### src/rtl/frame_step_scheduler.sv
`default_nettype none
// ============================================================================
// Module   : frame_step_scheduler
// Brief    : Divides frames into game steps and runs MOVE/CHECK via req/ack in
//            vertical blanking. Optional macro FRAME_STEP_SPEEDUP_EN shortens
//            the period after every 8th step.
// Revision : 1.0 - initial release
// ============================================================================
module frame_step_scheduler #(
  parameter int VB_START_Y = 480,
  parameter int VB_START_X = 0,
  parameter int DEF_PERIOD = 8,
  parameter int MIN_PERIOD = 2
) (
  input  logic        VGA_clk,
  input  logic        reset,
  input  logic [9:0]  xCount,
  input  logic [9:0]  yCount,
  input  logic [3:0]  period_in,
  input  logic        period_load,
  input  logic        pause,
  input  logic        step_ack,
  input  logic        collision,
  output logic        step_req,
  output logic [1:0]  phase,
  output logic [15:0] frame_cnt,
  output logic [15:0] step_cnt,
  output logic        game_over,
  output logic        overrun
);

  localparam logic [1:0] c_IDLE      = 2'd0;
  localparam logic [1:0] c_MOVE_REQ  = 2'd1;
  localparam logic [1:0] c_CHECK_REQ = 2'd2;
  localparam logic [1:0] c_HALT      = 2'd3;

  localparam logic [1:0] c_PH_NONE  = 2'd0;
  localparam logic [1:0] c_PH_MOVE  = 2'd1;
  localparam logic [1:0] c_PH_CHECK = 2'd2;

  localparam logic [3:0] c_DEF_PERIOD = 4'(DEF_PERIOD);
  localparam logic [3:0] c_MIN_PERIOD = 4'(MIN_PERIOD);

  logic       r_frameEvt;
  logic       r_blankEnd;
  logic [3:0] r_period;
  logic [3:0] r_div;
  logic [1:0] r_state;

  logic       w_divEnable;
  logic       w_stepDue;
  logic [3:0] w_periodClamped;
  logic [3:0] w_divAfterEvt;
  logic       w_checkAck;

  always_ff @(posedge VGA_clk) begin
    if (reset) begin
      r_frameEvt <= 1'b0;
      r_blankEnd <= 1'b0;
    end else begin
      r_frameEvt <= (xCount == 10'(VB_START_X)) && (yCount == 10'(VB_START_Y));
      r_blankEnd <= (xCount == 10'd0) && (yCount == 10'd0);
    end
  end

  assign w_divEnable     = r_frameEvt && !pause && !game_over;
  assign w_stepDue       = w_divEnable && (r_div == r_period - 4'd1);
  assign w_periodClamped = (period_in < c_MIN_PERIOD) ? c_MIN_PERIOD : period_in;
  assign w_divAfterEvt   = w_divEnable ? (w_stepDue ? 4'd0 : r_div + 4'd1) : r_div;
  assign w_checkAck      = (r_state == c_CHECK_REQ) && step_ack;

  // A same-cycle frame event was already judged against the old period above.
  always_ff @(posedge VGA_clk) begin
    if (reset) begin
      r_div <= 4'd0;
    end else if (period_load && (w_divAfterEvt >= w_periodClamped)) begin
      r_div <= 4'd0;
    end else begin
      r_div <= w_divAfterEvt;
    end
  end

`ifdef FRAME_STEP_SPEEDUP_EN
  logic [3:0] w_periodDec;
  assign w_periodDec = (r_period > c_MIN_PERIOD) ? r_period - 4'd1 : c_MIN_PERIOD;

  always_ff @(posedge VGA_clk) begin
    if (reset) begin
      r_period <= c_DEF_PERIOD;
    end else if (period_load) begin
      r_period <= w_periodClamped;
    end else if (w_checkAck && (step_cnt[2:0] == 3'd7)) begin
      r_period <= w_periodDec;
    end
  end
`else
  always_ff @(posedge VGA_clk) begin
    if (reset) begin
      r_period <= c_DEF_PERIOD;
    end else if (period_load) begin
      r_period <= w_periodClamped;
    end
  end
`endif

  always_ff @(posedge VGA_clk) begin
    if (reset) begin
      r_state   <= c_IDLE;
      step_req  <= 1'b0;
      phase     <= c_PH_NONE;
      frame_cnt <= 16'd0;
      step_cnt  <= 16'd0;
      game_over <= 1'b0;
      overrun   <= 1'b0;
    end else begin
      if (r_frameEvt) begin
        frame_cnt <= frame_cnt + 16'd1;
      end
      // A phase still pending at end of blank, or a step that cannot start.
      if ((r_blankEnd && ((r_state == c_MOVE_REQ) || (r_state == c_CHECK_REQ))) ||
          (w_stepDue && (r_state != c_IDLE))) begin
        overrun <= 1'b1;
      end
      case (r_state)
        c_IDLE: begin
          if (w_stepDue) begin
            r_state  <= c_MOVE_REQ;
            step_req <= 1'b1;
            phase    <= c_PH_MOVE;
          end
        end
        c_MOVE_REQ: begin
          if (step_ack) begin
            r_state <= c_CHECK_REQ;
            phase   <= c_PH_CHECK;
          end
        end
        c_CHECK_REQ: begin
          if (step_ack) begin
            step_cnt <= step_cnt + 16'd1;
            step_req <= 1'b0;
            phase    <= c_PH_NONE;
            if (collision) begin
              game_over <= 1'b1;
              r_state   <= c_HALT;
            end else begin
              r_state <= c_IDLE;
            end
          end
        end
        c_HALT: begin
          step_req <= 1'b0;
          phase    <= c_PH_NONE;
        end
        default: begin
          r_state  <= c_IDLE;
          step_req <= 1'b0;
          phase    <= c_PH_NONE;
        end
      endcase
    end
  end

endmodule
`default_nettype wire

### config.mk
export PLATFORM = sky130hd
export DESIGN_NAME = frame_step_scheduler
export DESIGN_NICKNAME = d
export VERILOG_FILES = /design/src/rtl/frame_step_scheduler.sv
export SDC_FILE = /design/constraint.sdc
export NUM_CORES = 1
export LEC_CHECK = 0
export CAP_MARGIN = 5
export CORE_ASPECT_RATIO = 1.5
export CORE_MARGIN = 1.5
export CORE_UTILIZATION = 35
export CTS_CLUSTER_DIAMETER = 50
export CTS_CLUSTER_SIZE = 16
export DETAILED_ROUTE_END_ITERATION = 8
export RECOVER_POWER = 50
export SKIP_LAST_GASP = 1
export SYNTH_ARGS = -nofsm -noshare
export SYNTH_HDL_FRONTEND = slang
export SYNTH_SLANG_ARGS = --single-unit
### constraint.sdc
create_clock -name VGA_clk -period 7.56 [get_ports VGA_clk]
set_clock_uncertainty 0.15 [all_clocks]
set_input_delay 1.134 -clock VGA_clk [delete_from_list [all_inputs] [get_ports VGA_clk]]
set_output_delay 1.134 -clock VGA_clk [all_outputs]
set_load 0.01 [all_outputs]
### After elaboration in Yosys (flattened, before gate mapping)

Index checks and enable logic that the tools add are counted.
Widths: inputs -> output; s select.

* register bits: 49
* input port bits: 30
* logic and storage cells: 62

* add/subtract/negate cells: 4
* magnitude comparators: 2
* eq/ne operators: 8
* mux-type cells: 13
* reduce and logical (&&, ||, !) cells: 24

Operators with widths (count)
* $add 16x1->16 const B: 2
* $logic_not 10->1: 2
* $mux 4: 3
* $eq 10x9->1 const B: 1
* $mux 2: 5
* $reduce_and 3->1: 3
* $logic_and 1x1->1: 8
* $pmux 2 s4: 1
* $ne 2x2->1 const B: 3
* $pmux 2 s3: 1
* $reduce_bool 3->1: 2
* $add 4x1->4 const B: 1
* $eq 2x2->1 const B: 2
* $eq 4x4->1: 1
* $ge 4x4->1: 1
* $lt 4x2->1 const B: 1
* $reduce_and 4->1: 1
* $sub 4x1->4 const B: 1
* $pmux 1 s3: 1
* $eq 2x1->1 const B: 1
* $logic_not 1->1: 2
* $logic_not 2->1: 1
* $logic_or 1x1->1: 2
* $mux 1: 2
* 3 further kinds: 3

### Logic depth before layout (Yosys ltp)

* word-level depth: 9
* mapped depth: 12

### Worst setup path after synthesis

No wires, ideal clock.

* kind: input port to flip-flop
* start: input port pause
* end: register r_div[2]
* library setup time: 78 ps
* arrival time: 2997 ps
* data required time: 7332 ps
* slack: 4335 ps
* stages: 10
* buffers on the path: 0
* path through: or3b_4 nor3_4 nand3_4 a21oi_1 ha_1 nand2b_1 a21o_1 a21oi_1 o21ai_0 nor3_1

* word-level cells in the longest chain between the ends: 9

RTL lines
* start: declaration: line 21 `input logic pause,`
* $logic_not 1->1 *: line 66 `assign w_divEnable = r_frameEvt && !pause && !game_over;`
* $logic_and 1x1->1 * (2 in series): line 66
* $logic_and 1x1->1: line 67 `assign w_stepDue = w_divEnable && (r_div == r_period - 4'd1);`
* $mux 4: line 69 `assign w_divAfterEvt = w_divEnable ? (w_stepDue ? 4'd0 : r_div + 4'd1) : r_div;`
* $mux 4 *: line 69
* $ge 4x4->1: line 76 `end else if (period_load && (w_divAfterEvt >= w_periodClamped)) begin`
* $logic_and 1x1->1: line 76
* $reduce_or 2->1 (no source line)
* end signal: assignment: line 79 `r_div <= w_divAfterEvt;`
* end: declaration: line 47 `logic [3:0] r_div;`

Every way passes the cells marked *; elsewhere a longest branch is shown, timed or not.
A chain may end at the register's enable or synchronous reset.

==> impl_metrics.toml <==
[floorplan]
coreArea_um2 = 6810
num_rows = 37
die_width_um = 71.1
io_pins = 67
initial_core_util = 0.357
die_y_um = 105
die-area_um2 = 7470

[drt]
drc = 0
antenna_left = 0
viasPerCell = 4.97
vias = 2127
wl_per_cell_um = 12.3
first_pass_iters = 4
drt_wl_total_um = 5280
drt_iter0_markers = 126

[placement]
dp.cells = 420
portBuffers = 66
gp_congestion = 0.835
placed_area_um2 = 3150
place_hpwl_um = 3980

[outcome]
violations = "capacitance limit, slew limit"
outcome = "finished, violations left"

[logic_synthesis]
ys_seq_area_frac = 0.403
synth_cell_types = 39
synth_edf_count = 0
netlist_instances = 285
syn-num-nets = 328
ys_seq_elements = 49
netlist_area_um2 = 2430
yosys_most_used_dff = "dfxtp_1"
syn-mean-instance-area_um2 = 8.53
ys_warn_count = 0
synthArstFlopShare = 0

[sta]
period_share = 0.515
rsz0062_at_grt = "no"
tns_ns = 0
final_hold_viol_count = 0
tightestPinTransition_ns = 2.09
max_slew_margin = -0.391
fmax_mhz = 257
min_period_ns = 3.89
drv_slew = 45
finalSetupViolations = 0

[min_path]
worstHoldPathType = "flop to flop"

[final_layout]
area_growth_pct = 32.9
multi_input_area_um2 = 1350
final_layout_size_suffix_gt1_frac = 0.0429
nets = 392
stdcell_count = 428
final_common_cell = "dfxtp_1"
layout_common_cells = "dfxtp_1, clkdlybuf4s50_1, nor2_1"
seqCellArea_um2 = 981
fillers = 674
n_antenna_cell = 0
stdcell_area_um2 = 3230

[setup_path]
cp.required_ns = 7.53
cp-startpoint = "reset"
r2r_slack_ns = 4.63
arrival_ns = 3.87
r2r_cells = 12
crit_type = "input port to flop"
path_max_fanout = 44
reg2reg_to = "r_div[2]"
worstSetupStartpointType = "input port"
crit_path_end = "phase[1]"
end_kind = "flop"
reg2reg_from = "r_period[0]"

[clocking]
insertion_delay_ns = 0.31
path_clk_slew_ns = 0.09
cts_tree = "built"
cts_made_buffers = 5
post_cts_buffers = 0
cts_num_sinks = 49
ctsResizeCount = 0
cts_root_buf = "clkbuf_8"
htreeDepth = 2
clk_path_buf_depth = 2
cts_hold_buf = 0

[global_routing]
first_global_vias = 2044
grt_max_degree = 45
grt_usage = 0.148
grt_pass1_wl_um = 8870
antenna_found_initial = 0
overflow = 0

[power_and_ir_drop]
ir_drop_mv = 0.0625
p_leak_uw = 0.00120
powerDensity_nw_per_um2 = 146

[job]
maxCapViolCount = 1
state kept, by name (all words and copies together) (netlist names):
name and flops:
game_over 1, step_cnt 16, r_frameEvt 1, r_blankEnd 1, r_period 4, r_state 2
phase 2, overrun 1, frame_cnt 16, step_req 1, r_div 4
cell type report:
class,instances,area share
Clock buffer,7,0.0236
Clock inverter,1,0.00232
Inverter,16,0.0186
Multi-Input combinational cell,210,0.416
Sequential cell,49,0.304
Tap cell,78,0.0302
Timing Repair Buffer,67,0.206
critical path: stages:
cell and delay [ns]:
dlygate4sd3_1 0.52, clkbuf_1 1.49, inv_1 0.44, nand2_1 0.20
o32ai_1 0.08
cell families (layout without fill, tap and decap cells):
family | after synthesis | count (layout) | share of synthesized area
mux | 8 | 8 | 0.0335
flops | 49 | 49 | 0.403
simple gates | 121 | 121 | 0.253
xor+xnor | 30 | 30 | 0.108
fa+ha+maj | 13 | 13 | 0.0669
compound gates | 38 | 38 | 0.0921
buf+inv | 26 | 91 | 0.0432
routing by layer:
metal / up-vias / track usage / share of wire
li1: 1103 / - / -
met1: 970 / 0.166 / 0.42
met2: 48 / 0.266 / 0.52
met3: 6 / 0.0280 / 0.037
met4: 0 / 0.0633 / 0.018
met5: - / 0 / 0
synth_stat cells (2+ instances only):
cell type  instances  area (um^2)
clkbuf_1           8         30.0
nor3_1            11         55.1
a21oi_1           19         95.1
nor2_1            38          143
inv_1             16         60.1
or3_1             11         68.8
ha_1              13          163
or4_1              3         22.5
nand3_1           10         50.1
a21o_1             2         15.0
nand2_1           24         90.1
dfxtp_1           49          981
nand4_1            8         50.1
and3_1             2         12.5
o21ai_0            9         45.0
and3_2             2         15.0
xnor2_1           18          158
mux2i_1            7         70.1
nor4_1             4         25.0
xor2_1            12          105
power by group:
part / switching, uW / leakage (uW) / internal, uW
clock network: 88.3 / 0.0000385 / 65.7
registers: 2.81 / 0.000396 / 261
logic: 26.2 / 0.000771 / 28.2
worst min-delay path by stage:
stage	start	cells past startpoint	slack, ns	end
final	phase[0]	2	0.31	phase[0]
after global placement	phase[0]	2	0.30	phase[0]
after detailed placement	phase[0]	2	0.30	phase[0]
after CTS	phase[0]	2	0.33	phase[0]
after global routing	phase[0]	2	0.35	phase[0]
after floorplan	r_period[3]	2	0.31	r_period[3]
through the flow:
step | util | hold slack (ns) | power (uW) | setup slack, ns
finish | 0.475 | 0.313 | 473 | 3.67
global route | 0.475 | 0.354 | 492 | 3.35
CTS | 0.475 | 0.326 | 479 | 3.99
detailed placement | 0.463 | 0.302 | 326 | 3.67
global placement | 0.463 | 0.303 | 325 | 3.71
floorplan | - | 0.312 | 300 | 4.33
Note: power is estimated with default switching activity, not from simulation.
